## src/rtl/pool_pkg.sv

```systemverilog
// Purpose: shared types and respot constants for the billiards turn logic and ball movement blocks.
// Latency: n/a, declarations only.
// Backpressure: n/a.
package pool_pkg;

    // Turn phases of one shot.
    typedef enum logic [2:0] {
        ST_AIM       = 3'd0,
        ST_MOVING    = 3'd1,
        ST_SETTLE    = 3'd2,
        ST_EVAL      = 3'd3,
        ST_RESPOT    = 3'd4,
        ST_GAME_OVER = 3'd5
    } state_t;

    // Screen location of a ball's top-left corner, in pixels.
    typedef logic signed [10:0] loc_t;

    // Respot locations, also used by the ball movement blocks at power-up.
    localparam loc_t POOL_RED_START_X   = 11'sd280;
    localparam loc_t POOL_RED_START_Y   = 11'sd185;
    localparam loc_t POOL_WHITE_START_X = 11'sd120;
    localparam loc_t POOL_WHITE_START_Y = 11'sd185;

endpackage

```

## src/rtl/frame_settle_counter.sv

```systemverilog
// Purpose: counts frames since the cue strike and consecutive frames with both balls stopped.
// Latency: outputs are combinational on the current startOfFrame and registered counts.
// Backpressure: none; counts only on frame pulses while a shot is active.
//
// Ports: start_i clears both counters (entry to MOVING); active_i/in_settle_i tell the
// counter which shot phase the FSM is in; sof_i is the frame pulse; both_stopped_i is
// the AND of the ball stopped flags. min_reached_o, settled_o and timeout_o go to the FSM.
module frame_settle_counter
    import pool_pkg::*;
#(
    parameter int MIN_SHOT_FRAMES = 4,
    parameter int SETTLE_FRAMES   = 3,
    parameter int MAX_SHOT_FRAMES = 600
) (
    input  logic clk,
    input  logic resetN,
    input  logic start_i,
    input  logic active_i,
    input  logic in_settle_i,
    input  logic sof_i,
    input  logic both_stopped_i,
    output logic min_reached_o,
    output logic settled_o,
    output logic timeout_o
);

    localparam int FW = $clog2(MAX_SHOT_FRAMES + 1);
    localparam int SW = $clog2(SETTLE_FRAMES + 1);
    localparam logic [FW-1:0] FRAME_MIN   = FW'(MIN_SHOT_FRAMES);
    localparam logic [FW-1:0] FRAME_LAST  = FW'(MAX_SHOT_FRAMES - 1);
    localparam logic [SW-1:0] SETTLE_LAST = SW'(SETTLE_FRAMES - 1);

    logic [FW-1:0] frame_q, frame_d;
    logic [SW-1:0] settle_q, settle_d;
    logic          tick;

    assign tick = sof_i && active_i;

    // Stop checks start once MIN_SHOT_FRAMES frames have already elapsed.
    assign min_reached_o = (frame_q >= FRAME_MIN);
    // Fires on the frame that brings the count to MAX_SHOT_FRAMES.
    assign timeout_o     = tick && (frame_q == FRAME_LAST);
    // Fires on the frame that would make the stopped run SETTLE_FRAMES long.
    assign settled_o     = tick && in_settle_i && both_stopped_i && (settle_q == SETTLE_LAST);

    always_comb begin
        frame_d  = frame_q;
        settle_d = settle_q;
        if (start_i) begin
            frame_d  = '0;
            settle_d = '0;
        end else if (tick) begin
            frame_d = frame_q + 1'b1;
            if (!both_stopped_i) begin
                settle_d = '0;
            end else if (in_settle_i) begin
                settle_d = settle_q + 1'b1;
            end else if (min_reached_o) begin
                // First stopped frame counts as the first settle frame.
                settle_d = SW'(1);
            end else begin
                settle_d = '0;
            end
        end
    end

    always_ff @(posedge clk or negedge resetN) begin
        if (!resetN) begin
            frame_q  <= '0;
            settle_q <= '0;
        end else begin
            frame_q  <= frame_d;
            settle_q <= settle_d;
        end
    end

endmodule

```

## src/rtl/pool_turn_sequencer.sv

```systemverilog
// Purpose: turn-level FSM for billiards: aim, balls moving, settle, evaluate, respot, game over.
// Latency: outcome registered in the single EVAL clk; turn_over pulses on the following clk.
// Backpressure: none; shot/restart requests outside AIM/GAME_OVER are dropped.
//
// Ports: frame pulse, shot/restart requests, ball stopped flags, pocket collisions and
// current ball locations in; turn_over pulse with the locations to load, shot_enable,
// current_player, scores, foul and game_over out.
module pool_turn_sequencer
    import pool_pkg::*;
#(
    parameter loc_t RED_START_X     = POOL_RED_START_X,
    parameter loc_t RED_START_Y     = POOL_RED_START_Y,
    parameter loc_t WHITE_START_X   = POOL_WHITE_START_X,
    parameter loc_t WHITE_START_Y   = POOL_WHITE_START_Y,
    parameter int   MIN_SHOT_FRAMES = 4,
    parameter int   SETTLE_FRAMES   = 3,
    parameter int   MAX_SHOT_FRAMES = 600,
    parameter int   WIN_SCORE       = 5
) (
    input  logic               clk,
    input  logic               resetN,
    input  logic               startOfFrame,
    input  logic               shot_request,
    input  logic               restart_request,
    input  logic               red_ball_stopped,
    input  logic               white_ball_stopped,
    input  logic               collision_Red_Black,
    input  logic               collision_White_Black,
    input  logic signed [10:0] red_x_loc,
    input  logic signed [10:0] red_y_loc,
    input  logic signed [10:0] white_x_loc,
    input  logic signed [10:0] white_y_loc,
    output logic               turn_over,
    output logic signed [10:0] new_red_x_loc,
    output logic signed [10:0] new_red_y_loc,
    output logic signed [10:0] new_white_x_loc,
    output logic signed [10:0] new_white_y_loc,
    output logic               shot_enable,
    output logic               current_player,
    output logic [3:0]         score_p1,
    output logic [3:0]         score_p2,
    output logic               foul,
    output logic               game_over
);

    localparam logic [3:0] WIN = 4'(WIN_SCORE);

    state_t     state_q, state_d;
    logic       player_q, player_d;
    logic [3:0] score_p1_q, score_p1_d, score_p2_q, score_p2_d;
    logic       foul_q, foul_d;
    logic       red_pot_q, red_pot_d, white_pot_q, white_pot_d;
    loc_t       new_rx_q, new_rx_d, new_ry_q, new_ry_d;
    loc_t       new_wx_q, new_wx_d, new_wy_q, new_wy_d;

    logic both_stopped, shot_start, in_shot, in_settle;
    logic min_reached, settled, timeout;

    assign both_stopped = red_ball_stopped && white_ball_stopped;
    assign shot_start   = (state_q == ST_AIM) && shot_request;
    assign in_settle    = (state_q == ST_SETTLE);
    assign in_shot      = (state_q == ST_MOVING) || in_settle;

    frame_settle_counter #(
        .MIN_SHOT_FRAMES (MIN_SHOT_FRAMES),
        .SETTLE_FRAMES   (SETTLE_FRAMES),
        .MAX_SHOT_FRAMES (MAX_SHOT_FRAMES)
    ) u_cnt (
        .clk            (clk),
        .resetN         (resetN),
        .start_i        (shot_start),
        .active_i       (in_shot),
        .in_settle_i    (in_settle),
        .sof_i          (startOfFrame),
        .both_stopped_i (both_stopped),
        .min_reached_o  (min_reached),
        .settled_o      (settled),
        .timeout_o      (timeout)
    );

    always_comb begin
        state_d     = state_q;
        player_d    = player_q;
        score_p1_d  = score_p1_q;
        score_p2_d  = score_p2_q;
        foul_d      = foul_q;
        red_pot_d   = red_pot_q;
        white_pot_d = white_pot_q;
        new_rx_d    = new_rx_q;
        new_ry_d    = new_ry_q;
        new_wx_d    = new_wx_q;
        new_wy_d    = new_wy_q;

        // Pockets are watched on every clk of the shot, including the one leaving for EVAL.
        if (in_shot) begin
            red_pot_d   = red_pot_q   | collision_Red_Black;
            white_pot_d = white_pot_q | collision_White_Black;
        end

        unique case (state_q)
            ST_AIM: begin
                if (shot_request) begin
                    state_d     = ST_MOVING;
                    red_pot_d   = 1'b0;
                    white_pot_d = 1'b0;
                end
            end
            ST_MOVING: begin
                if (timeout) begin
                    state_d = ST_EVAL;
                end else if (startOfFrame && min_reached && both_stopped) begin
                    state_d = ST_SETTLE;
                end
            end
            ST_SETTLE: begin
                if (timeout || settled) begin
                    state_d = ST_EVAL;
                end else if (startOfFrame && !both_stopped) begin
                    state_d = ST_MOVING;
                end
            end
            ST_EVAL: begin
                state_d = ST_RESPOT;
                if (white_pot_q) begin
                    foul_d   = 1'b1;
                    new_wx_d = WHITE_START_X;
                    new_wy_d = WHITE_START_Y;
                    new_rx_d = red_pot_q ? RED_START_X : red_x_loc;
                    new_ry_d = red_pot_q ? RED_START_Y : red_y_loc;
                    player_d = ~player_q;
                end else if (red_pot_q) begin
                    foul_d   = 1'b0;
                    new_rx_d = RED_START_X;
                    new_ry_d = RED_START_Y;
                    new_wx_d = white_x_loc;
                    new_wy_d = white_y_loc;
                    if (!player_q) begin
                        if (score_p1_q != WIN) score_p1_d = score_p1_q + 1'b1;
                    end else begin
                        if (score_p2_q != WIN) score_p2_d = score_p2_q + 1'b1;
                    end
                end else begin
                    foul_d   = 1'b0;
                    new_rx_d = red_x_loc;
                    new_ry_d = red_y_loc;
                    new_wx_d = white_x_loc;
                    new_wy_d = white_y_loc;
                    player_d = ~player_q;
                end
            end
            ST_RESPOT: begin
                state_d = ((score_p1_q == WIN) || (score_p2_q == WIN)) ? ST_GAME_OVER : ST_AIM;
            end
            ST_GAME_OVER: begin
                if (restart_request) begin
                    // Reuse RESPOT so the ball blocks get one turn_over with the start locations.
                    state_d    = ST_RESPOT;
                    score_p1_d = '0;
                    score_p2_d = '0;
                    foul_d     = 1'b0;
                    player_d   = 1'b0;
                    new_rx_d   = RED_START_X;
                    new_ry_d   = RED_START_Y;
                    new_wx_d   = WHITE_START_X;
                    new_wy_d   = WHITE_START_Y;
                end
            end
            default: state_d = ST_AIM;
        endcase
    end

    always_ff @(posedge clk or negedge resetN) begin
        if (!resetN) begin
            state_q     <= ST_AIM;
            player_q    <= 1'b0;
            score_p1_q  <= '0;
            score_p2_q  <= '0;
            foul_q      <= 1'b0;
            red_pot_q   <= 1'b0;
            white_pot_q <= 1'b0;
            new_rx_q    <= RED_START_X;
            new_ry_q    <= RED_START_Y;
            new_wx_q    <= WHITE_START_X;
            new_wy_q    <= WHITE_START_Y;
        end else begin
            state_q     <= state_d;
            player_q    <= player_d;
            score_p1_q  <= score_p1_d;
            score_p2_q  <= score_p2_d;
            foul_q      <= foul_d;
            red_pot_q   <= red_pot_d;
            white_pot_q <= white_pot_d;
            new_rx_q    <= new_rx_d;
            new_ry_q    <= new_ry_d;
            new_wx_q    <= new_wx_d;
            new_wy_q    <= new_wy_d;
        end
    end

    assign turn_over       = (state_q == ST_RESPOT);
    assign shot_enable     = (state_q == ST_AIM);
    assign game_over       = (state_q == ST_GAME_OVER);
    assign current_player  = player_q;
    assign score_p1        = score_p1_q;
    assign score_p2        = score_p2_q;
    assign foul            = foul_q;
    assign new_red_x_loc   = new_rx_q;
    assign new_red_y_loc   = new_ry_q;
    assign new_white_x_loc = new_wx_q;
    assign new_white_y_loc = new_wy_q;

endmodule

```

## config.mk

```make
export PLATFORM = sky130hd
export DESIGN_NAME = pool_turn_sequencer
export DESIGN_NICKNAME = d
export VERILOG_FILES = /design/src/rtl/pool_pkg.sv /design/src/rtl/frame_settle_counter.sv /design/src/rtl/pool_turn_sequencer.sv
export SDC_FILE = /design/constraint.sdc
export NUM_CORES = 1
export LEC_CHECK = 0
export BUFFER_PORTS_ARGS = -buffer_cell sky130_fd_sc_hd__buf_2
export CAP_MARGIN = 20
export CORE_MARGIN = 2
export CORE_UTILIZATION = 53
export DETAILED_ROUTE_END_ITERATION = 10
export HOLD_SLACK_MARGIN = 0.06
export PLACE_DENSITY = 0.81
export SLEW_MARGIN = 15
export SYNTH_ARGS = -nofsm -noshare
export SYNTH_HDL_FRONTEND = slang
export SYNTH_HIERARCHICAL = 1
export SYNTH_SLANG_ARGS = --single-unit
```

## constraint.sdc

```tcl
create_clock -name clk -period 6.1 [get_ports clk]
set_clock_uncertainty 0.05 [all_clocks]
set_input_delay 0.61 -clock clk [delete_from_list [all_inputs] [get_ports clk]]
set_output_delay 0.61 -clock clk [all_outputs]
set_load 0.02 [all_outputs]
```

# Word-level counts from Yosys, hierarchy flattened

Index checks and enable logic that the tools add are counted.
W data, S select, Z words.

Shift-type cells: 0
Multipliers: 0
Divide/modulo/power cells: 0
Eq/ne operators: 22
Muxes and demuxes: 49
Bitwise operators: 3
$lt $le $gt $ge: 1
Add/subtract/negate cells: 4
Reduce and logical (&&, ||, !) cells: 22

Operators with widths:

| cell                    | count |
|---|---|
| $pmux W11 S2            | 4 |
| $mux W11                | 7 |
| $mux W4                 | 9 |
| $mux W3                 | 7 |
| $mux W10                | 2 |
| $pmux W3 S6             | 1 |
| $ne A2 B2 Y1 const B    | 8 |
| $pmux W4 S2             | 2 |
| $reduce_and A6 Y1       | 2 |
| $mux W1                 | 11 |
| $add A10 B1 Y10 const B | 1 |
| $eq A10 B10 Y1 const B  | 1 |
| $ge A10 B3 Y1 const B   | 1 |
| $logic_and A1 B1 Y1     | 10 |
| $add A4 B1 Y4 const B   | 2 |
| $eq A4 B3 Y1 const B    | 2 |
| $mux W2                 | 4 |
| $ne A4 B3 Y1 const B    | 2 |
| $eq A3 B2 Y1 const B    | 2 |
| $eq A3 B3 Y1 const B    | 2 |
| $pmux W1 S2             | 2 |
| $reduce_and A4 Y1       | 1 |
| $reduce_bool A2 Y1      | 2 |
| $eq A3 B1 Y1 const B    | 1 |
| 12 further kinds        | 15 |

Bits in writable memories: 0
Flip-flop bits (word level): 71
Output and inout port bits: 57
Logic and storage cells: 114
ROM bits: 0
Memories kept: 0
Latch bits: 0

# Logic depth before layout (Yosys ltp)

Gate-level depths: netlist (run 1).

Depth in word-level cells: 9
Gate-level depth with buffers: 10
Depth with buffers taken out: 9

# By module

The synthesis (run 1) kept the hierarchy.

By module, submodules not included:

| module               | area an instance (µm²) | times used | cells an instance |
|---|---|---|---|
| pool_turn_sequencer  | 2,476.1                | 1          | 198 |
| frame_settle_counter | 641.9                  | 1          | 70 |

# Worst setup path before layout (run 1)

No wires, ideal clock.

Kind: register -> register
Start: reg state_q[0]
End: reg state_q[0]
Slack: 4.006 ns
Period minus slack after synthesis: 2.094 ns
Arrival time: 1.916 ns
Setup time: 0.127 ns
Buffers on the path: 1
Stages on the path, launching flop included: 10
Cell sequence: dfrtp_1 > clkbuf_1 > xnor2_1 > nor2_1 > and4_1 > nand2_1 > nor2_1 > a2111oi_0 > o41ai_1 > or2_2

RTL lines:

| element                                          | RTL line                                             | RTL |
|---|---|---|
| start, declared                                  | pool_turn_sequencer.sv:48                            | `state_t state_q, state_d;` |
| start signal, assigned                           | pool_turn_sequencer.sv:186                           | `state_q <= state_d;` |
| $eq A3 B1 Y1 or $eq A3 B2 Y1 (tied branches)     | pool_turn_sequencer.sv:62, pool_turn_sequencer.sv:61 |  |
| $logic_or A1 B1 Y1 *                             | pool_turn_sequencer.sv:62                            | `assign in_shot = (state_q == ST_MOVING) \|\| in_settle;` |
| via in_shot                                      | pool_turn_sequencer.sv:56                            | `logic both_stopped, shot_start, in_shot, in_settle;` |
| $logic_and A1 B1 Y1 *                            | frame_settle_counter.sv:37                           | `assign tick = sof_i && active_i;` |
| $logic_and A1 B1 Y1 *                            | frame_settle_counter.sv:42                           | `assign timeout_o = tick && (frame_q == FRAME_LAST);` |
| via timeout                                      | pool_turn_sequencer.sv:57                            | `logic min_reached, settled, timeout;` |
| $logic_or A1 B1 Y1                               | pool_turn_sequencer.sv:116                           | `if (timeout \|\| settled) begin` |
| $mux W3 or $ne A3 B1 Y1 (tied branches)          | -                                                    |  |
| $pmux W3 S6 or $reduce_and A4 Y1 (tied branches) | -                                                    |  |

The timed path passes the listed nets; every way through them passes the cells marked *.
A chain may end at the register's enable or synchronous reset.

# Worst setup path after layout (run 1)

Start: reg state_q[0]
End: reg new_wx_q[7] (netlist: new_white_x_loc[7])

Word-level cells in the longest chain between the ends: 3

RTL lines:

| element                                                      | RTL line                   | RTL |
|---|---|---|
| $eq A3 B3 Y1 or $eq A3 B2 Y1 (tied branches)                 | pool_turn_sequencer.sv:100 | `unique case (state_q)` |
| $ne A2 B2 Y1 (no line) or $reduce_bool A2 Y1 (tied branches) | -                          |  |
| $reduce_and A2 Y1 (no line)                                  | -                          |  |
| end signal, assigned                                         | pool_turn_sequencer.sv:195 | `new_wx_q <= new_wx_d;` |
| end, declared                                                | pool_turn_sequencer.sv:54  | `loc_t new_wx_q, new_wx_d, new_wy_q, new_wy_d;` |

Parallel ways exist; a longest one is shown, timed or not.

==> metrics.md, run 1 <==
| Metric | Value |
|---|---|
| Worst-case clock buffer depth | 2 |
| Global-route wire length before repair | 11000 um |
| Pwr dens | 420 mW/mm2 |
| Routed wire length | 7110 um |
| WL per Instance | 15.7 um |
| CTS buffer count | 9 |
| Reg clk slew, reported paths | 0.08 ns |
| Core area | 0.00561 mm2 |
| Clock Tree Root | clkbuf_8 |
| Netlist cell types | 46 |
| Hold Path Class | input pin to asynchronous set/reset pin |
| Post-DRT Antenna Nets | 0 |
| Placed Area | 0.00370 mm2 |
| Seq cells post-synth | 71 |
| RSZ-0062 raised after global routing | no |
| # DRC | 0 |
| DIE HEIGHT | 80.7 um |
| Setup WS pre-CTS | 3.51 ns |
| Critical-path top delay cell | nor2_1 |
| PnR worst setup slack | 3.78 ns |
| Post-synth EDFFs | 0 |
| Synthesized cell area | 0.00312 mm2 |
| Syn avg cell area | 11.6 um2 |
| Final hold violation count | 0 |
| Hold-fix buffers, CTS | 0 |
| Clock Sink Count | 71 |
| Syn nets | 328 |
| Most common cell after layout, fill and taps aside | buf_2 |
| CP arrival | 2.54 ns |
| GRT Util Overall | 22.5% |
| Via count | 2486 |
| Final setup fails | 0 |
| Slew Viols, Final | 0 |
| Register area share after synthesis | 57.7% |
| Initial antenna violation count | 0 |
| Top delay family on crit path | simple AND/OR/NAND/NOR gates |
| Post-DP HPWL | 5000 um |
| IO Pins | 110 |
| Slew HR | 42.7% |
| Placer Congestion | 0.814 |
| Max Cap Violations | 0 |
| CP Capture Type | register |
| P&R area growth vs syn | 25.9% |
| Ratio of cells with drive above 1 in the final layout | 40.3% |
| Net Sw Frac | 35.2% |
| Ys async rst share | 100% |
| Fin area | 0.00393 mm2 |
| Gate Count Post-Synth | 268 |
| Clk_lat worst skew | 0.34 ns |
| Slew @ Worst Pin | 0.857 ns |
| Commonest non-fill, non-tap cells in the layout | 109 x buf_2, 54 x dfrtp_1, 28 x a22o_1 |
| Total setup buffers inserted after CTS | 0 |
| Worst vdd ir | 0.257 mV |
| Final TNS setup | 0 ns |
| Minimum clock period | 2.32 ns |
| FP Rows | 27 |
| Sequential fraction of design power | 43.4% |
| Port bufs | 109 |
| Net Sw Power | 0.580 mW |
| Number of gates resized after cts | 0 |
| Critical Path Fanout Max | 13 |
| Clock power frac | 24.9% |
| Largest net degree at the start of global routing | 72 |
| Power, Total | 1.65 mW |
| DR vias/cell | 5.50 |
| Worst path bufs/invs | 1 |
| Setup Crit Path Kind | register to register |
| Final Cycle Share | 38.0% |
| Comb power frac | 31.7% |
| Effective utilization at floorplan | 55.6% |
| Pint | 1.07 mW |
| DR iter-0 viols | 89 |
| Fmax | 432 MHz |
| Leak | 1.96 nW |
| Fin cells | 452 |
| Vias in the first global route | 2317 |
| Die area | 0.00651 mm2 |
| Layout fillers | 428 |
| DRT Pass-1 Iters | 4 |
| Warnings, synthesis | 6 |
| Global route overflow | 0 |
| Final nets | 435 |
| Crit path cell chain | inv_1 > or3_1 > nor2_1 > a22o_1 |
| Req. time, crit path | 6.32 ns |
| Max incr delay on CP | 0.70 ns |
| H-tree levels | 3 |
| Top_reg_cell synth | dfrtp_1 |
| Crit path launch type | register |
| Status | finished clean |
| Inst Count DP | 436 |
| CTS tree | built |
| N_diodes | 0 |
| Die Wd | 80.7 um |
## cells in the mapped netlist, types with 7 or more instances
cell type | count | area share [%]
a21oi_1 | 7 | 1.1
a22o_1 | 28 | 7.9
buf_2 | 8 | 1.3
dfrtp_1 | 54 | 43
dfstp_2 | 17 | 14
ha_1 | 7 | 2.8
inv_1 | 10 | 1.2
nand2_1 | 11 | 1.3
nand3_1 | 8 | 1.3
nor2_1 | 27 | 3.3
o22a_1 | 17 | 4.8
xor2_1 | 7 | 2.0
## state kept, by name (all words and copies together), names as in the netlist
signal	flops
white_pot_q	1
new_red_x_loc	11
score_p2	4
state_q	3
new_red_y_loc	11
current_player	1
red_pot_q	1
u_cnt/settle_q	2
score_p1	4
new_white_y_loc	11
new_white_x_loc	11
foul	1
u_cnt/frame_q	10
## worst register-to-register path, stage by stage (launching register included)
cell     delay [ns]
dfrtp_1        0.60
inv_1          0.16
or3_1          0.49
nor2_1         0.70
a22o_1         0.26
## path summary, 6_finish.rpt
| path | depth (start not counted) | end | slack, ns | start |
|---|---|---|---|---|
| max | 4 | new_white_x_loc[7] | 3.78 | state_q[0] |
| min | 2 | score_p2[2] | 0.42 | resetN |
| max reg2reg | 4 | new_white_x_loc[7] | 3.78 | state_q[0] |
| min reg2reg | 1 | new_white_y_loc[2] | 0.46 | new_white_y_loc[2] |
| max in group asynchronous | 2 | u_cnt/frame_q[7] | 5.05 | resetN |
| min in group clk | 2 | new_red_y_loc[0] | 0.43 | red_y_loc[0] |
## cell families after synthesis
kind of cell,Yosys count,synth area share [%]
adders and majority gates,7,2.81
DFF,71,57.7
xor gates and xnor gates,9,2.53
muxes,4,1.44
AOI/OAI and AO/OA,70,18.1
buffers and inverters,25,3.45
and+or+nand+nor,82,14.0
## power by group through the flow
stage / logic [mW] / registers [mW] / clock network, mW
after global routing: 0.572 / 0.732 / 0.442
after CTS: 0.528 / 0.714 / 0.421
after detailed placement: 0.524 / 0.722 / 0
after floorplan: 0.253 / 0.817 / 0
after global placement: 0.513 / 0.714 / 0
final: 0.523 / 0.715 / 0.411
## routing by layer
layer / share of wire (%) / global-route usage [%]
met1: 45 / 29.6
met2: 46 / 36.0
met3: 7.0 / 6.52
met4: 1.3 / 7.29
met5: 0 / 0
## stage by stage
| step | util [%] | hold slack [ns] |
|---|---|---|
| 6_report | 70.0 | 0.415 |
| 4_1_cts | 69.9 | 0.418 |
| 2_1_floorplan | - | 0.264 |
| 5_1_grt | 70.0 | 0.423 |
| 3_3_place_gp | 66.0 | 0.433 |
| 3_5_place_dp | 66.0 | 0.438 |
## area by class of cell
type / count / area, um2 / area share [%]
flip-flops and latches: 71 / 1800 / 45.8
multi-input cells: 172 / 1220 / 31.2
repair buffers: 110 / 553 / 14.1
clock buffers: 9 / 124 / 3.15
clock inverters: 7 / 96.3 / 2.45
well taps: 72 / 90.1 / 2.29
inverters: 11 / 41.3 / 1.05
Power figures use the tool's default switching activity.
==> run 2, diff against run 1 <==
- ABC_AREA: unset -> 1
- CORE_UTILIZATION: 53 -> 47
- PLACE_DENSITY: 0.81 -> 0.74
- clock period: 6.1 -> 1.9 ns (I/O delays scaled with it)
==> run 2 against run 1 <==
Effect of this change: critical path depth increased by 9; non-clock buffer count increased by 61; setup slack got worse by 3.7 ns; first-iteration DRC count increased by 64%; sequential share of layout area decreased by 11 points; total power increased to 4.9 times the previous value; largest power group is now combinational cells; highest routed layer unchanged.
==> metrics.md, run 2 <==
| Metric | Value |
|---|---|
| Global route overflow | 0 |
| Clock Sink Count | 71 |
| Global-route wire length before repair | 16200 um |
| DR vias/cell | 4.97 |
| Final nets | 671 |
| Vias in the first global route | 3513 |
| H-tree levels | 3 |
| Core area | 0.00769 mm2 |
| Synth area leader | dfrtp_1 |
| WHS Path Cells | 3 |
| Clock Tree Root | clkbuf_8 |
| Slew Viols, Final | 0 |
| Req. time, crit path | 2.12 ns |
| Warnings, synthesis | 6 |
| Max Cap Violations | 0 |
| Critical path depth | 13 |
| Placer Congestion | 0.904 |
| Critical Path Fanout Max | 5 |
| Fin cells | 718 |
| N_diodes | 0 |
| Commonest non-fill, non-tap cells in the layout | 153 x nand2_1, 109 x buf_2, 53 x dfrtp_1 |
| Crit path launch type | register |
| Largest net degree at the start of global routing | 47 |
| Cell with the most instances after synthesis | nand2_1 |
| Fmax | 548 MHz |
| FP Rows | 32 |
| Yosys top cell area share | 36.5% |
| Minimum clock period | 1.83 ns |
| CTS tree | built |
| Top delay family on crit path | simple AND/OR/NAND/NOR gates |
| Syn avg cell area | 8.40 um2 |
| Worst vdd ir | 0.690 mV |
| Post-synth EDFFs | 0 |
| Status | finished clean |
| Die Wd | 92.8 um |
| Reg clk slew, reported paths | 0.08 ns |
| Top_reg_cell synth | dfrtp_1 |
| Final setup fails | 0 |
| Hold Path Class | input pin to register |
| Register area share after synthesis | 48.5% |
| CTS buffer count | 9 |
| Final hold violation count | 0 |
| Post-DP HPWL | 6660 um |
| Post-DRT Antenna Nets | 0 |
| DR iter-0 viols | 146 |
| # DRC | 0 |
| Ys async rst share | 100% |
| Path depth of the worst reg2reg path | 13 |
| Most common cell after layout, fill and taps aside | nand2_1 |
| Pwr dens | 1580 mW/mm2 |
| Worst-case clock buffer depth | 2 |
| Seq cells post-synth | 71 |
| IO Pins | 110 |
| WL per Instance | 14.0 um |
| Worst path bufs/invs | 4 |
| Slew @ Worst Pin | 0.473 ns |
| Netlist cell types | 35 |
| Setup Crit Path Kind | register to register |
| Synthesized cell area | 0.00370 mm2 |
| Max incr delay on CP | 0.45 ns |
| Port bufs | 109 |
| Effective utilization at floorplan | 48.2% |
| Final Cycle Share | 96.1% |
| DRT Pass-1 Iters | 4 |
| Fin area | 0.00511 mm2 |
| Syn nets | 501 |
| Slew HR | 68.4% |
| Critical-path top delay cell | dfrtp_2 |
| Inst Count DP | 652 |
| P&R area growth vs syn | 38.0% |
| Placed Area | 0.00436 mm2 |
| Final TNS setup | 0 ns |
| Gate Count Post-Synth | 441 |
| Leak | 2.76 nW |
| Via count | 3570 |
| Commonest cells post-synth | 153 x nand2_1, 54 x dfrtp_1, 49 x nand3_1, 35 x inv_1, 26 x nor2_1 |
| CP Capture Type | register |
| Initial antenna violation count | 0 |
| Ratio of cells with drive above 1 in the final layout | 34.9% |
| GRT Util Overall | 23.6% |
| DIE HEIGHT | 92.8 um |
| RSZ-0062 raised after global routing | yes |
| Clk_lat worst skew | 0.34 ns |
| Die area | 0.00861 mm2 |
| Routed wire length | 10100 um |
| Cells taking the most area after synthesis | dfrtp_1 36%, nand2_1 16%, dfstp_2 12% |
| Crit path cell chain | a21oi_2 > nand2_1 > inv_2 > nand2_4 > inv_4 > nand3_4 > nor4_4 > inv_1 > nand3_1 > nor2_1 > nor2_2 > inv_1 > a21oi_2 |
| CP arrival | 2.05 ns |
[run 2: area by class of cell]
class	count	area, um2
Clock inverter	7	104
Fill cell	630	2580
Sequential cell	71	1800
Tap cell	102	128
Clock buffer	9	124
Inverter	46	178
Timing Repair Buffer	171	1140
Multi-Input combinational cell	312	1640
[run 2: logic make-up (layout without fill, tap and decap cells)]
family | after synthesis | after routing | synth area share [%]
AND/OR/NAND/NOR | 257 | 257 | 32.6
flip-flops | 71 | 71 | 48.5
buffers and inverters | 58 | 233 | 8.07
AO/OA/AOI/OAI | 46 | 46 | 7.97
adder cells (fa/ha/maj) | 7 | 7 | 2.36
XOR/XNOR | 2 | 2 | 0.473
[run 2: final timing paths]
check	from	to	slack [ns]
worst max-delay path	state_q[1]	state_q[1]	0.07
worst min-delay path	collision_White_Black	white_pot_q	0.09
worst max register to register	state_q[1]	state_q[1]	0.07
worst min register to register	new_white_x_loc[3]	new_white_x_loc[3]	0.41
max in group asynchronous	resetN	new_red_y_loc[3]	0.88
min in group asynchronous	resetN	score_p1[2]	0.29
[run 2: tightest hold or removal path, stage by stage]
cell	delay [ns]
buf_2	0.11
nand2_1	0.08
a21oi_1	0.06
[run 2: per-layer routing]
metal	vias up	global-route usage, %	part of all wire [%]
met2	124	41.0	51
met5	-	0	0
met3	25	3.74	5.3
li1	1744	-	-
met4	0	10.9	2.9
met1	1677	28.7	41
[run 2: power by group]
group | switching [mW] | leakage, nW | internal [mW]
registers | 0.461 | 0.887 | 2.28
logic | 2.63 | 1.76 | 1.34
clock network | 0.608 | 0.114 | 0.755
[run 2: through the flow]
stage	util [%]	hold slack [ns]	setup slack, ns	total power [mW]
global route	66.5	0.0829	-0.0851	8.65
global placement	56.7	0.130	0.100	6.35
floorplan	-	-0.156	0.0474	5.38
detailed placement	56.7	0.130	0.00930	6.49
finish	66.5	0.0908	0.0736	8.07
CTS	65.7	0.0747	0.0105	7.96
[run 2: timing repair]
item | in CTS | in global routing
hold endpoints to repair | 54 | 0
pin swaps | 0 | 1
gates resized for setup | 1 | 9
setup buffers | 0 | 4
hold buffers | 46 | 0
setup endpoints to repair | 2 | 2
==> run 3, diff against run 2 <==
- ABC_AREA: 1 -> unset
- CORE_UTILIZATION: 47 -> 45
- PLACE_DENSITY: 0.74 -> 0.73
==> run 3 against run 2 <==
Effect of this change: wire length decreased by 17%; largest cell class unchanged; clock power increased by 8%; critical path type unchanged; first-iteration DRC count decreased by 36%; sequential share of layout area up 4.1 points; hold slack got worse by 0.019 ns; maximum frequency is 3.8% lower.
==> metrics.md, run 3 (synthesized netlist as in run 1, its figures left out) <==
| Metric | Value |
|---|---|
| Crit path launch type | register |
| Top delay family on crit path | simple AND/OR/NAND/NOR gates |
| Minimum clock period | 1.90 ns |
| Multi-input logic area | 0.00128 mm2 |
| Setup Crit Path Kind | register to register |
| Final hold violation count | 0 |
| Clock Tree Root | clkbuf_8 |
| Worst-case clock buffer depth | 2 |
| CP arrival | 2.09 ns |
| Routed wire length | 8340 um |
| Max Cap Violations | 0 |
| DRT Pass-1 Iters | 4 |
| Most common cell after layout, fill and taps aside | buf_2 |
| N_diodes | 0 |
| Die Wd | 87.2 um |
| Final TNS setup | 0 ns |
| Final setup fails | 0 |
| Reg2Reg Launch Point | state_q[1] |
| Die area | 0.00761 mm2 |
| Crit path cell chain | xnor2_2 > nor2_2 > and4_1 > nand2_2 > nor2_4 > a2111oi_4 > o41ai_2 > or2_4 |
| HP Start | collision_White_Black |
| P&R area growth vs syn | 46.9% |
| Critical-path top delay cell | dfrtp_1 |
| RSZ-0062 raised after global routing | yes |
| Clock Sink Count | 71 |
| FP Rows | 30 |
| Global route overflow | 0 |
| Clk_lat worst skew | 0.35 ns |
| Layout fillers | 489 |
| Core area | 0.00676 mm2 |
| Initial antenna violation count | 0 |
| Critical Path Fanout Max | 4 |
| Slew Viols, Final | 0 |
| IO Pins | 110 |
| Via count | 2804 |
| FF-to-FF setup slack | 0.001 ns |
| Crit path launch | state_q[1] |
| Port bufs | 109 |
| Final nets | 493 |
| Commonest non-fill, non-tap cells in the layout | 109 x buf_2, 52 x dfrtp_1, 46 x dlygate4sd3_1 |
| Pwr dens | 1250 mW/mm2 |
| Fmax | 527 MHz |
| H-tree levels | 3 |
| Worst path bufs/invs | 0 |
| DR vias/cell | 5.41 |
| Final Cycle Share | 99.9% |
| Slew HR | 56.1% |
| Req. time, crit path | 2.09 ns |
| Worst vdd ir | 0.584 mV |
| Reg clk slew, reported paths | 0.08 ns |
| Hold Path Class | input pin to register |
| Status | finished clean |
| Ratio of cells with drive above 1 in the final layout | 40.6% |
| Leak | 2.25 nW |
| DR iter-0 viols | 94 |
| CP Capture Type | register |
| Post-DP HPWL | 5020 um |
| Reg area | 0.00180 mm2 |
| Largest net degree at the start of global routing | 72 |
| Placer Congestion | 0.841 |
| CTS tree | built |
| GRT Util Overall | 23.0% |
| DIE HEIGHT | 87.2 um |
| Inst Count DP | 456 |
| Post-DRT Antenna Nets | 0 |
| Total setup buffers inserted after CTS | 0 |
| Max incr delay on CP | 0.41 ns |
| WL per Instance | 16.1 um |
| Global-route wire length before repair | 13400 um |
| Fin cells | 518 |
| # DRC | 0 |
| Slew @ Worst Pin | 0.659 ns |
| Effective utilization at floorplan | 46.1% |
| Vias in the first global route | 2801 |
| CTS buffer count | 9 |
==> run 3: cell types whose count changed in the layout (fill, tap and decap cells not counted), sizes merged, moves of 5 or more <==
cell   change
nand2    -148
nand3     -45
inv       -36
a22o      +28
o21ai     -28
o22a      +17
a21oi      -6
xor2       +5
==> run 3: repair_timing <==
action | 4_1_cts | 5_1_grt
setup endpoints to repair | 0 | 24
endpoints found under the hold margin | 99 | 0
hold buffers | 46 | 0
gates resized for setup | 0 | 9
==> run 3: final cells by class <==
class / instances / area share [%]
clock buffer: 9 / 2.70
clock inverter: 7 / 2.62
inverter: 11 / 0.902
multi-input combinational: 172 / 27.9
sequential: 71 / 39.3
tap: 80 / 2.19
timing repair buffer: 168 / 24.4
==> run 3: routing by layer <==
metal | part of all wire [%] | routed length [um] | up-vias | global-route usage (%)
li1 | - | - | 1310 | -
met1 | 43 | 3600 | 1379 | 29.2
met2 | 49 | 4060 | 101 | 36.9
met3 | 6.3 | 525 | 14 | 7.68
met4 | 1.9 | 156 | 0 | 7.83
met5 | 0 | 0 | - | 0
==> run 3: final timing paths <==
| check | endpoint | cells past startpoint |
|---|---|---|
| min in group asynchronous | new_red_x_loc[10] | 3 |
| worst max register to register | state_q[0] | 8 |
| worst min register to register | new_red_y_loc[1] | 1 |
| worst max-delay path | state_q[0] | 8 |
| max in group asynchronous | new_white_y_loc[4] | 3 |
| worst min-delay path | white_pot_q | 3 |
==> run 3: per-stage QoR <==
step | hold WS, ns | cell area (um2) | setup WS, ns | utilization [%] | power [mW]
after floorplan | -0.156 | 3150 | -0.00732 | - | 3.49
after global placement | 0.192 | 3830 | 0.0817 | 56.8 | 4.08
after detailed placement | 0.196 | 3830 | 0.0274 | 56.8 | 4.14
after CTS | 0.0721 | 4540 | 0.0142 | 67.2 | 5.68
after global routing | 0.0625 | 4580 | -0.0969 | 67.8 | 6.04
final | 0.0718 | 4580 | 0.00126 | 67.8 | 5.71
==> run 3: power by group <==
group,switching (mW),internal [mW]
Sequential,0.255,2.00
Clock,0.592,0.876
Combinational,1.11,0.876
Total,1.96,3.75
==> run 3: worst min-delay path, cell delays in order <==
cell,delay [ns]
buf_2,0.09
a21oi_1,0.05
nor2_1,0.09
